File: src/rtl/muldiv_sequencer_if.sv
// Execute-stage handshake between the pipeline and the M-extension sequencer.
// The pipeline drives the op and kill; the sequencer returns stall, busy, done and result.
interface muldiv_sequencer_if #(
  parameter int unsigned DATA_WIDTH = 32
);
  logic                  StartC;
  logic [2:0]            Funct3C;
  logic [DATA_WIDTH-1:0] OpAC;
  logic [DATA_WIDTH-1:0] OpBC;
  logic                  KillH;
  logic                  StallH;
  logic                  BusyC;
  logic                  DoneC;
  logic [DATA_WIDTH-1:0] ResultC;

  modport master (
    output StartC, Funct3C, OpAC, OpBC, KillH,
    input  StallH, BusyC, DoneC, ResultC
  );

  modport slave (
    input  StartC, Funct3C, OpAC, OpBC, KillH,
    output StallH, BusyC, DoneC, ResultC
  );
endinterface

File: src/rtl/muldiv_sequencer.sv
// Iterative RV32M multiply/divide controller for the execute stage.
// The shift-add multiply and the restoring divide share one 2*DATA_WIDTH accumulator.
module muldiv_sequencer #(
  parameter int unsigned DATA_WIDTH = 32
) (
  input logic              clk,
  input logic              rst_n,
  muldiv_sequencer_if.slave bus
);
  localparam int unsigned W    = DATA_WIDTH;
  localparam int unsigned CntW = $clog2(DATA_WIDTH);

  localparam logic [1:0] StIdle = 2'd0;
  localparam logic [1:0] StCalc = 2'd1;
  localparam logic [1:0] StFix  = 2'd2;
  localparam logic [1:0] StDone = 2'd3;

  logic [1:0]      state_q, state_d;
  logic [CntW-1:0] cnt_q, cnt_d;
  logic [2:0]      funct3_q, funct3_d;
  logic [W-1:0]    b_q, b_d;
  logic            neg_q, neg_d;
  logic [2*W-1:0]  acc_q, acc_d;
  logic [W-1:0]    stage_q, stage_d;
  logic [W-1:0]    result_q, result_d;

  // Acceptance-time decode of the incoming op
  logic         is_div, sign_a, sign_b, neg_a, neg_b, div_zero, overflow, res_neg;
  logic [W-1:0] mag_a, mag_b, fast_res;

  assign is_div   = bus.Funct3C[2];
  assign sign_a   = is_div ? ~bus.Funct3C[0] : (bus.Funct3C == 3'b001 || bus.Funct3C == 3'b010);
  assign sign_b   = is_div ? ~bus.Funct3C[0] : (bus.Funct3C == 3'b001);
  assign neg_a    = sign_a & bus.OpAC[W-1];
  assign neg_b    = sign_b & bus.OpBC[W-1];
  assign mag_a    = neg_a ? -bus.OpAC : bus.OpAC;
  assign mag_b    = neg_b ? -bus.OpBC : bus.OpBC;
  assign div_zero = is_div & (bus.OpBC == '0);
  assign overflow = is_div & ~bus.Funct3C[0] & (bus.OpAC == {1'b1, {(W-1){1'b0}}}) & (&bus.OpBC);
  assign fast_res = div_zero ? (bus.Funct3C[1] ? bus.OpAC : {W{1'b1}})
                             : (bus.Funct3C[1] ? {W{1'b0}} : {1'b1, {(W-1){1'b0}}});
  // Quotient takes sA^sB, remainder takes sA, unsigned divides never negate
  assign res_neg  = is_div ? (~bus.Funct3C[0] & (bus.Funct3C[1] ? neg_a : (neg_a ^ neg_b)))
                           : (neg_a ^ neg_b);

  // One iteration of each algorithm
  logic [W:0]     mul_sum, div_rem_sh, div_diff;
  logic [2*W-1:0] mul_next, div_next;

  assign mul_sum    = {1'b0, acc_q[2*W-1:W]} + (acc_q[0] ? {1'b0, b_q} : {(W+1){1'b0}});
  assign mul_next   = {mul_sum, acc_q[W-1:1]};
  assign div_rem_sh = {acc_q[2*W-1:W], acc_q[W-1]};
  assign div_diff   = div_rem_sh - {1'b0, b_q};
  assign div_next   = div_diff[W] ? {div_rem_sh[W-1:0], acc_q[W-2:0], 1'b0}
                                  : {div_diff[W-1:0], acc_q[W-2:0], 1'b1};

  // Sign correction and result selection
  logic [2*W-1:0] prod_fixed;
  logic [W-1:0]   div_raw, div_fixed, fix_res;

  assign prod_fixed = neg_q ? -acc_q : acc_q;
  assign div_raw    = funct3_q[1] ? acc_q[2*W-1:W] : acc_q[W-1:0];
  assign div_fixed  = neg_q ? -div_raw : div_raw;
  assign fix_res    = funct3_q[2] ? div_fixed
                    : (funct3_q == 3'b000) ? prod_fixed[W-1:0] : prod_fixed[2*W-1:W];

  // A kill landing on the DONE cycle suppresses the completion and the result update
  assign bus.DoneC   = (state_q == StDone) & ~bus.KillH;
  assign bus.ResultC = bus.DoneC ? stage_q : result_q;
  assign bus.StallH  = bus.StartC & ~bus.DoneC & ~bus.KillH;
  assign bus.BusyC   = (state_q != StIdle);

  always_comb begin
    state_d  = state_q;
    cnt_d    = cnt_q;
    funct3_d = funct3_q;
    b_d      = b_q;
    neg_d    = neg_q;
    acc_d    = acc_q;
    stage_d  = stage_q;
    result_d = result_q;
    unique case (state_q)
      StIdle: begin
        if (bus.StartC && !bus.KillH) begin
          funct3_d = bus.Funct3C;
          b_d      = mag_b;
          neg_d    = res_neg;
          cnt_d    = '0;
          acc_d    = {{W{1'b0}}, mag_a};
          if (div_zero || overflow) begin
            stage_d = fast_res;
            state_d = StDone;
          end else begin
            state_d = StCalc;
          end
        end
      end
      StCalc: begin
        if (bus.KillH) begin
          state_d = StIdle;
        end else begin
          acc_d = funct3_q[2] ? div_next : mul_next;
          cnt_d = cnt_q + 1'b1;
          if (cnt_q == CntW'(W - 1)) state_d = StFix;
        end
      end
      StFix: begin
        if (bus.KillH) begin
          state_d = StIdle;
        end else begin
          stage_d = fix_res;
          state_d = StDone;
        end
      end
      StDone: begin
        state_d = StIdle;
        if (!bus.KillH) result_d = stage_q;
      end
      default: state_d = StIdle;
    endcase
  end

  always_ff @(posedge clk or negedge rst_n) begin
    if (!rst_n) begin
      state_q  <= StIdle;
      cnt_q    <= '0;
      funct3_q <= '0;
      b_q      <= '0;
      neg_q    <= 1'b0;
      acc_q    <= '0;
      stage_q  <= '0;
      result_q <= '0;
    end else begin
      state_q  <= state_d;
      cnt_q    <= cnt_d;
      funct3_q <= funct3_d;
      b_q      <= b_d;
      neg_q    <= neg_d;
      acc_q    <= acc_d;
      stage_q  <= stage_d;
      result_q <= result_d;
    end
  end
endmodule

File: src/flat_wrapper.sv
// flat-port wrapper written by rule: the top's interface ports become plain ports
module muldiv_sequencer_flat 
#(
  parameter int unsigned DATA_WIDTH = 32
)
  (clk, rst_n, bus_StartC, bus_Funct3C, bus_OpAC, bus_OpBC, bus_KillH, bus_StallH, bus_BusyC, bus_DoneC, bus_ResultC);
  muldiv_sequencer_if #(.DATA_WIDTH(DATA_WIDTH)) bus_i ();
  input logic clk;
  input logic rst_n;
  input wire logic [$bits(bus_i.StartC)-1:0] bus_StartC;
  input wire logic [$bits(bus_i.Funct3C)-1:0] bus_Funct3C;
  input wire logic [$bits(bus_i.OpAC)-1:0] bus_OpAC;
  input wire logic [$bits(bus_i.OpBC)-1:0] bus_OpBC;
  input wire logic [$bits(bus_i.KillH)-1:0] bus_KillH;
  output wire logic [$bits(bus_i.StallH)-1:0] bus_StallH;
  output wire logic [$bits(bus_i.BusyC)-1:0] bus_BusyC;
  output wire logic [$bits(bus_i.DoneC)-1:0] bus_DoneC;
  output wire logic [$bits(bus_i.ResultC)-1:0] bus_ResultC;
  assign bus_i.StartC = bus_StartC;
  assign bus_i.Funct3C = bus_Funct3C;
  assign bus_i.OpAC = bus_OpAC;
  assign bus_i.OpBC = bus_OpBC;
  assign bus_i.KillH = bus_KillH;
  assign bus_StallH = bus_i.StallH;
  assign bus_BusyC = bus_i.BusyC;
  assign bus_DoneC = bus_i.DoneC;
  assign bus_ResultC = bus_i.ResultC;
  muldiv_sequencer #(.DATA_WIDTH(DATA_WIDTH)) u_core (.clk(clk), .rst_n(rst_n), .bus(bus_i));
endmodule
File: config.mk
export PLATFORM = sky130hd
export DESIGN_NAME = muldiv_sequencer_flat
export DESIGN_NICKNAME = d
export VERILOG_FILES = /design/src/rtl/muldiv_sequencer_if.sv /design/src/rtl/muldiv_sequencer.sv /design/src/flat_wrapper.sv
export SDC_FILE = /design/constraint.sdc
export NUM_CORES = 1
export LEC_CHECK = 0
export BUFFER_PORTS_ARGS = -buffer_cell sky130_fd_sc_hd__buf_2
export CELL_PAD_IN_SITES_DETAIL_PLACEMENT = 1
export CELL_PAD_IN_SITES_GLOBAL_PLACEMENT = 1
export CORE_UTILIZATION = 42
export CTS_BUF_LIST = sky130_fd_sc_hd__clkbuf_16
export DETAILED_ROUTE_END_ITERATION = 16
export PLACE_DENSITY = 0.83
export REMOVE_ABC_BUFFERS = 1
export SETUP_SLACK_MARGIN = 0.3
export SLEW_MARGIN = 10
export SYNTH_ARGS = -nofsm -noshare
export SYNTH_HDL_FRONTEND = slang
export SYNTH_SLANG_ARGS = --single-unit
File: constraint.sdc
create_clock -name clk -period 3.5 [get_ports clk]
set_input_delay 0.175 -clock clk [delete_from_list [all_inputs] [get_ports clk]]
set_output_delay 0.175 -clock clk [all_outputs]
set_load 0.01 [all_outputs]
Word-level counts from Yosys, hierarchy flattened
Index checks and enable logic that the tools add are counted.
W data, S select, Z words.
{ "word_totals": {"in_bits": 71, "register_bits": 171, "word_cells": 91} }
{ "op_classes": {"mux": 34, "n_addsub": 7, "eq_ne": 12, "n_reduce_logical": 16, "n_bitwise": 14} }
{ "ops": {"columns": ["op", "n"], "rows": [
  ["$mux W32", 14],
  ["$mux W64", 5],
  ["$pmux W64 S2", 1],
  ["$neg A32 Y32", 3],
  ["$neg A64 Y64", 1],
  ["$pmux W32 S2", 1],
  ["$add A32 B33 Y33", 1],
  ["$sub A33 B32 Y33", 1],
  ["$eq A32 B32 Y1 const B", 1],
  ["$logic_not A32 Y1", 1],
  ["$reduce_and A32 Y1", 1],
  ["$and A1 B1 Y1", 10],
  ["$mux W2", 5],
  ["$mux W5", 2],
  ["$pmux W5 S2", 1],
  ["$pmux W2 S4", 1],
  ["$reduce_and A2 Y1", 3],
  ["$reduce_bool A2 Y1", 3],
  ["$add A5 B1 Y5 const B", 1],
  ["$eq A5 B5 Y1 const B", 1],
  ["$eq A2 B2 Y1 const B", 2],
  ["$mux W1", 4],
  ["$ne A2 B1 Y1 const B", 2],
  ["$ne A2 B2 Y1 const B", 2],
  ["other kinds (13)", 16]
]} }

Depth between registers and ports, before layout
{ "depth": {"ltp_word": 8, "ltp_mapped": 15} }

Least setup slack after synthesis
No wires, ideal clock.
{ "synth_timing": {"kind": "register -> register", "from": "register u_core.funct3_q[1]", "to": "register u_core.stage_q[26]", "stages_incl_launch_ff": 16, "arrival_ns": 3.525, "setup_slack_ns": -0.159, "setup_ns": 0.134, "cell_sequence": "dfrtp_1 -> buf_2 -> buf_2 -> buf_2 -> buf_2 -> buf_2 -> mux2i_1 -> ha_1 -> o21ai_0 -> nor4_2 -> nand3_1 -> or3_1 -> o21ai_0 -> xor2_1 -> a211oi_1 -> o21ai_0"} }
{ "synth_via": {"elab_chain_cells": 6} }
{ "synth_lines": {"columns": ["item", "line_no", "source"], "rows": [
  ["start, declared", "muldiv_sequencer.sv:20", "logic [2:0] funct3_q, funct3_d;"],
  ["start signal, assigned", "muldiv_sequencer.sv:136", "funct3_q <= funct3_d;"],
  ["$mux W32", "muldiv_sequencer.sv:62", "assign div_raw = funct3_q[1] ? acc_q[2*W-1:W] : acc_q[W-1:0];"],
  ["$neg A32 Y32", "muldiv_sequencer.sv:63", "assign div_fixed = neg_q ? -div_raw : div_raw;"],
  ["$mux W32", "muldiv_sequencer.sv:63", null],
  ["$mux W32 *", "muldiv_sequencer.sv:64", "assign fix_res = funct3_q[2] ? div_fixed"],
  ["$mux W32 *", "muldiv_sequencer.sv:108", "if (bus.KillH) begin"],
  ["$pmux W32 S2 *", "muldiv_sequencer.sv:82", "unique case (state_q)"],
  ["end signal, assigned", "muldiv_sequencer.sv:140", "stage_q <= stage_d;"],
  ["end, declared", "muldiv_sequencer.sv:24", "logic [W-1:0] stage_q, stage_d;"]
]} }
Mark *: on every way between the ends. The rest lies on a longest branch, timed or not. The select of a mux whose other input is x is not followed.
A chain may end at the register's enable or synchronous reset.

Worst setup path after layout
{ "layout_timing": {"from": "register u_core.acc_q[0]", "to": "register u_core.acc_q[59]"} }
{ "layout_via": {"elab_chain_cells": 5} }
{ "layout_lines": {"columns": ["item", "line_no", "source"], "rows": [
  ["start, declared", "muldiv_sequencer.sv:23", "logic [2*W-1:0] acc_q, acc_d;"],
  ["start signal, assigned", "muldiv_sequencer.sv:130", "acc_q <= '0;"],
  ["start signal, assigned", "muldiv_sequencer.sv:139", "acc_q <= acc_d;"],
  ["$mux W32", "muldiv_sequencer.sv:50", "assign mul_sum = {1'b0, acc_q[2*W-1:W]} + (acc_q[0] ? {1'b0, b_q} : {(W+1){1'b0}});"],
  ["$add A32 B33 Y33", "muldiv_sequencer.sv:50", null],
  ["$mux W64", "muldiv_sequencer.sv:102", "acc_d = funct3_q[2] ? div_next : mul_next;"],
  ["$mux W64", "muldiv_sequencer.sv:99", "if (bus.KillH) begin"],
  ["$pmux W64 S2", "muldiv_sequencer.sv:82", null]
]} }
Every way passes these cells. The select of a mux whose other input is x is not followed.

==> metrics.md <==
| Metric | Value |
|---|---|
| Arrival @ worst endpoint | approximately 3.7 ns |
| Slew @ Worst Pin | 0.975 ns |
| Post-Synth Adder-Cell Area | about 5.7% |
| Final-report hold violation count | 0 |
| Min-delay src | bus_OpBC[20] |
| Num CTS Buffers | 17 |
| Worst Hold Margin | ~0.012 ns |
| Hold depth | 3 |
| Largest family of logic cells by synthesized area | compound AO/OA/AOI/OAI gates |
| Final Skew | 0.0152 ns |
| Yosys top cell by area | dfrtp_1 |
| Synthesized area | 0.0162 mm^2 |
| Initial core utilization | a little over two fifths |
| Io pins | roughly 110 |
| Worst endpoint required time | ~3.8 ns |
| Syn-to-layout area delta | 22.2% |
| Met3 usage | under 10% |
| Synth top area cells | dfrtp_1 (26%), nand2_1 (7.7%), o21ai_0 (6.6%), xnor2_1 (6.2%), a21oi_1 (5.7%) |
| Met1 usage | between 40 and 50% |
| Drt initial violations | between 1000 and 1500 |
| HP Class | in2reg |
| Synth warn | 0 |
| Core area | 0.0378 mm^2 |
| Global-route wire length before repair | 100 mm |
| CTS sink cnt | 171 |
| CP endpoint kind | flop |
| Global placement routability congestion | approximately 0.99 |
| CTS HTree Levels | 4 |
| Rows | 71 |
| Final Setup Violations | 0 |
| Slowest stage cell on the critical path | dfrtp_1 |
| Crit Path Max Fanout | 3 |
| Worst setup SP type | flop |
| Max-cap viol count | 0 |
| Post-synth EDFFs | 0 |
| Final cycle utilization of the critical path | 97.1% |
| Synth cell types | 83 |
| Min Tclk post-route | roughly 3.4 ns |
| Remaining DRCs | 0 |
| Total gr overflow | 0 |
| Post-route ant nets | 0 |
| Capturing point of the worst reg2reg path | u_core.acc_q[59] |
| IO buf count | 105 |
| Drt via density | just over 6 |
| RSZ-0062 raised after global routing | true |
| Max Clock Freq | approximately 290 MHz |
| Nets | roughly 2500 |
| Placed cell count | ~2800 |
| Buf+Inv Stages, Crit Path | 4 |
| Fill cell count | between 4000 and 5000 |
| Worst r2r src | u_core.acc_q[0] |
| Register bit total from synthesis | roughly 170 |
| Crit-path max cell delay | roughly 0.4 ns |
| Cells traversed along the worst timing path | buf_6 > and2_4 > ha_4 > inv_2 > fa_2 > nor2b_4 > o211ai_1 > a21oi_2 > buf_4 > o311ai_2 > nand3_1 > buf_4 > a211oi_1 > xor2_1 > o211ai_1 |
| Later-pin clock latency in the skew report | ~0.5 ns |
| Post-Route WL | about 67 mm |
| Leak | about 8.7 nW |
| Largest net degree at the start of global routing | 81 |
| CTS clk-pin slew, worst paths | 0.08 ns |
| WS Path Type | reg2reg |
| Global Route Usage Sum | ~33% |
| Root buf cell | clkbuf_16 |
| Detail Placement HPWL | just under 50 mm |
| Pre-antenna DRT Iters | 7 |
| Die Ht | 198 um |
| Flop2flop setup slack | between 0.1 and 0.15 ns |
| Met2 usage | about 57% |
| Async SR Flop Fraction | 100% |
| Share of the synthesized area in the top cell type | roughly a quarter |
| Finished Layout Cells | 2860 |
| Setup TNS | 0 ns |
| Post-Synth Simple-Gate Area | between 20% and 30% |
| Seq/Total Area, Yosys | 26.4% |
| Initial antenna violation count | 1 |
| Top delay family on crit path | compound AO/OA/AOI/OAI gates |
| Outcome | complete, no violations |
| Area of the die | 0.0394 mm^2 |
| Syn_area_per_cell | roughly 7.5 um^2 |
| Post-synthesis xor/xnor area fraction | 11.0% |
| Hold Crit Endpoint | u_core.b_q[20] |
| Gate Count Post-Synth | around 2200 |
| PwrDens | between 700 and 800 mW/mm^2 |
| Primary FF master, synth | dfrtp_1 |
| Clk buf depth | 2 |
| Vias in the first global route | 18200 |
| Share of cells above drive strength 1 | ~21% |
| Mux contribution to synthesized area | between 4 and 5% |
| Vias | 17700 |
| CTS tree | done |
| Compound-Gate Fraction of Synth Area | a little under a quarter |
| Slew headroom | 34.8% |
| Most used routing layer | met2 |
| Worst VDD drop | just over 0.4 mV |
| Final slew viol count | 0 |
| Wire per inst | around 24 um |
| Die W | around 200 um |
| Reg2reg path depth | 15 |
## cells by family (layout without fill, tap and decap cells)
kind of cell	after synthesis	in the layout
mux	76	76
buf+inv	228	412
simple gates	770	770
fa+ha+maj	73	73
flops	171	171
xor+xnor	204	204
compound gates	642	642
other cells	0	1
## cell usage after synthesis (31+ instances only)
master	n
nand2_1	333
o21ai_0	213
a21oi_1	184
nor2_1	172
dfrtp_1	171
xnor2_1	115
clkbuf_1	114
xor2_1	89
inv_1	76
ha_1	71
mux2i_1	68
nor3_1	43
nand3_1	36
nand2b_1	31
## tightest hold or removal path, stage by stage
cell	delay [ns]
buf_2	0.11
xnor2_1	0.11
o21ai_0	0.07
## per-stage QoR
step | setup WS (ns) | power, mW | utilization [%] | instance area, um^2
2_1_floorplan | -0.651 | 8.66 | - | 15600
3_3_place_gp | -0.0298 | 11.6 | 47.7 | 18100
3_5_place_dp | -0.119 | 11.9 | 47.7 | 18100
4_1_cts | 0.229 | 14.6 | 50.8 | 19200
5_1_grt | 0.0280 | 16.4 | 52.3 | 19800
6_report | 0.102 | 15.6 | 52.3 | 19800
## cell type report
type	instances	area, um^2	area share, %
Tap cell	511	639	3.23
Clock inverter	15	168	0.847
Multi-Input combinational cell	1765	11800	59.5
Clock buffer	17	425	2.15
Sequential cell	171	4290	21.7
Inverter	77	289	1.46
Timing Repair Buffer	303	2210	11.2
Antenna cell	1	2.50	0.0126
## placed cells by master, fill, tap and decap left out, types with 10 or more instances in the layout
| cell | count |
|---|---|
| nand3_1 | 34 |
| o31ai_1 | 17 |
| o21ai_0 | 199 |
| a211oi_1 | 20 |
| nand2b_1 | 29 |
| a21oi_1 | 165 |
| dfrtp_1 | 161 |
| or2_2 | 10 |
| a21o_1 | 23 |
| o211ai_1 | 18 |
| a22oi_1 | 17 |
| a31oi_1 | 25 |
| xor2_1 | 88 |
| dfrtp_2 | 10 |
| mux2i_1 | 67 |
| nor2_1 | 161 |
| ha_4 | 14 |
| nor2b_1 | 17 |
| or3_1 | 15 |
| a21oi_2 | 17 |
| nand4_1 | 23 |
| ha_1 | 48 |
| nor3_1 | 42 |
| clkbuf_16 | 18 |
| o21ai_1 | 25 |
| nor4_1 | 16 |
| o22ai_1 | 11 |
| buf_4 | 174 |
| xnor2_1 | 112 |
| buf_2 | 105 |
| nand2_1 | 330 |
| o21a_1 | 10 |
| inv_1 | 74 |
## per-layer routing
layer	routed length, um	up-vias
met5	0	-
met4	3600	0
met3	3750	220
met2	32200	688
met1	27700	8815
li1	-	7985
## how the worst max path moves through the flow
stage / startpoint / to / slack (ns) / cells after the start
global route: u_core.acc_q[0] / u_core.acc_q[59] / 0.03 / 15
finish: u_core.acc_q[0] / u_core.acc_q[59] / 0.10 / 15
floorplan: u_core.state_q[1] / u_core.acc_q[62] / -0.65 / 6
CTS: u_core.acc_q[0] / u_core.acc_q[62] / 0.23 / 17
global placement: u_core.acc_q[0] / u_core.acc_q[55] / -0.03 / 14
detailed placement: u_core.acc_q[0] / u_core.acc_q[55] / -0.12 / 14
## timing repair
item | 4_1_cts | 5_1_grt
pin swaps | 20 | 39
hold buffers | 3 | 0
endpoints found under the hold margin | 81 | 0
buffers inserted | 23 | 12
gates resized for setup | 69 | 104
endpoints found under the setup margin | 47 | 52
gates cloned | 2 | 1
## registers in the layout, summed over array words and instances (netlist names)
name and count:
u_core.acc_q 64, u_core.state_q 2, u_core.neg_q 1, u_core.stage_q 32, u_core.cnt_q 5, u_core.result_q 32
u_core.b_q 32, u_core.funct3_q 3
## where the power goes
| part | internal, mW | total, mW | switching [mW] |
|---|---|---|---|
| sequential | 2.41 | 3.04 | 0.628 |
| combinational | 4.27 | 10.5 | 6.24 |
| clock | 1.07 | 2.03 | 0.966 |
(Power assumes the default switching activity.)
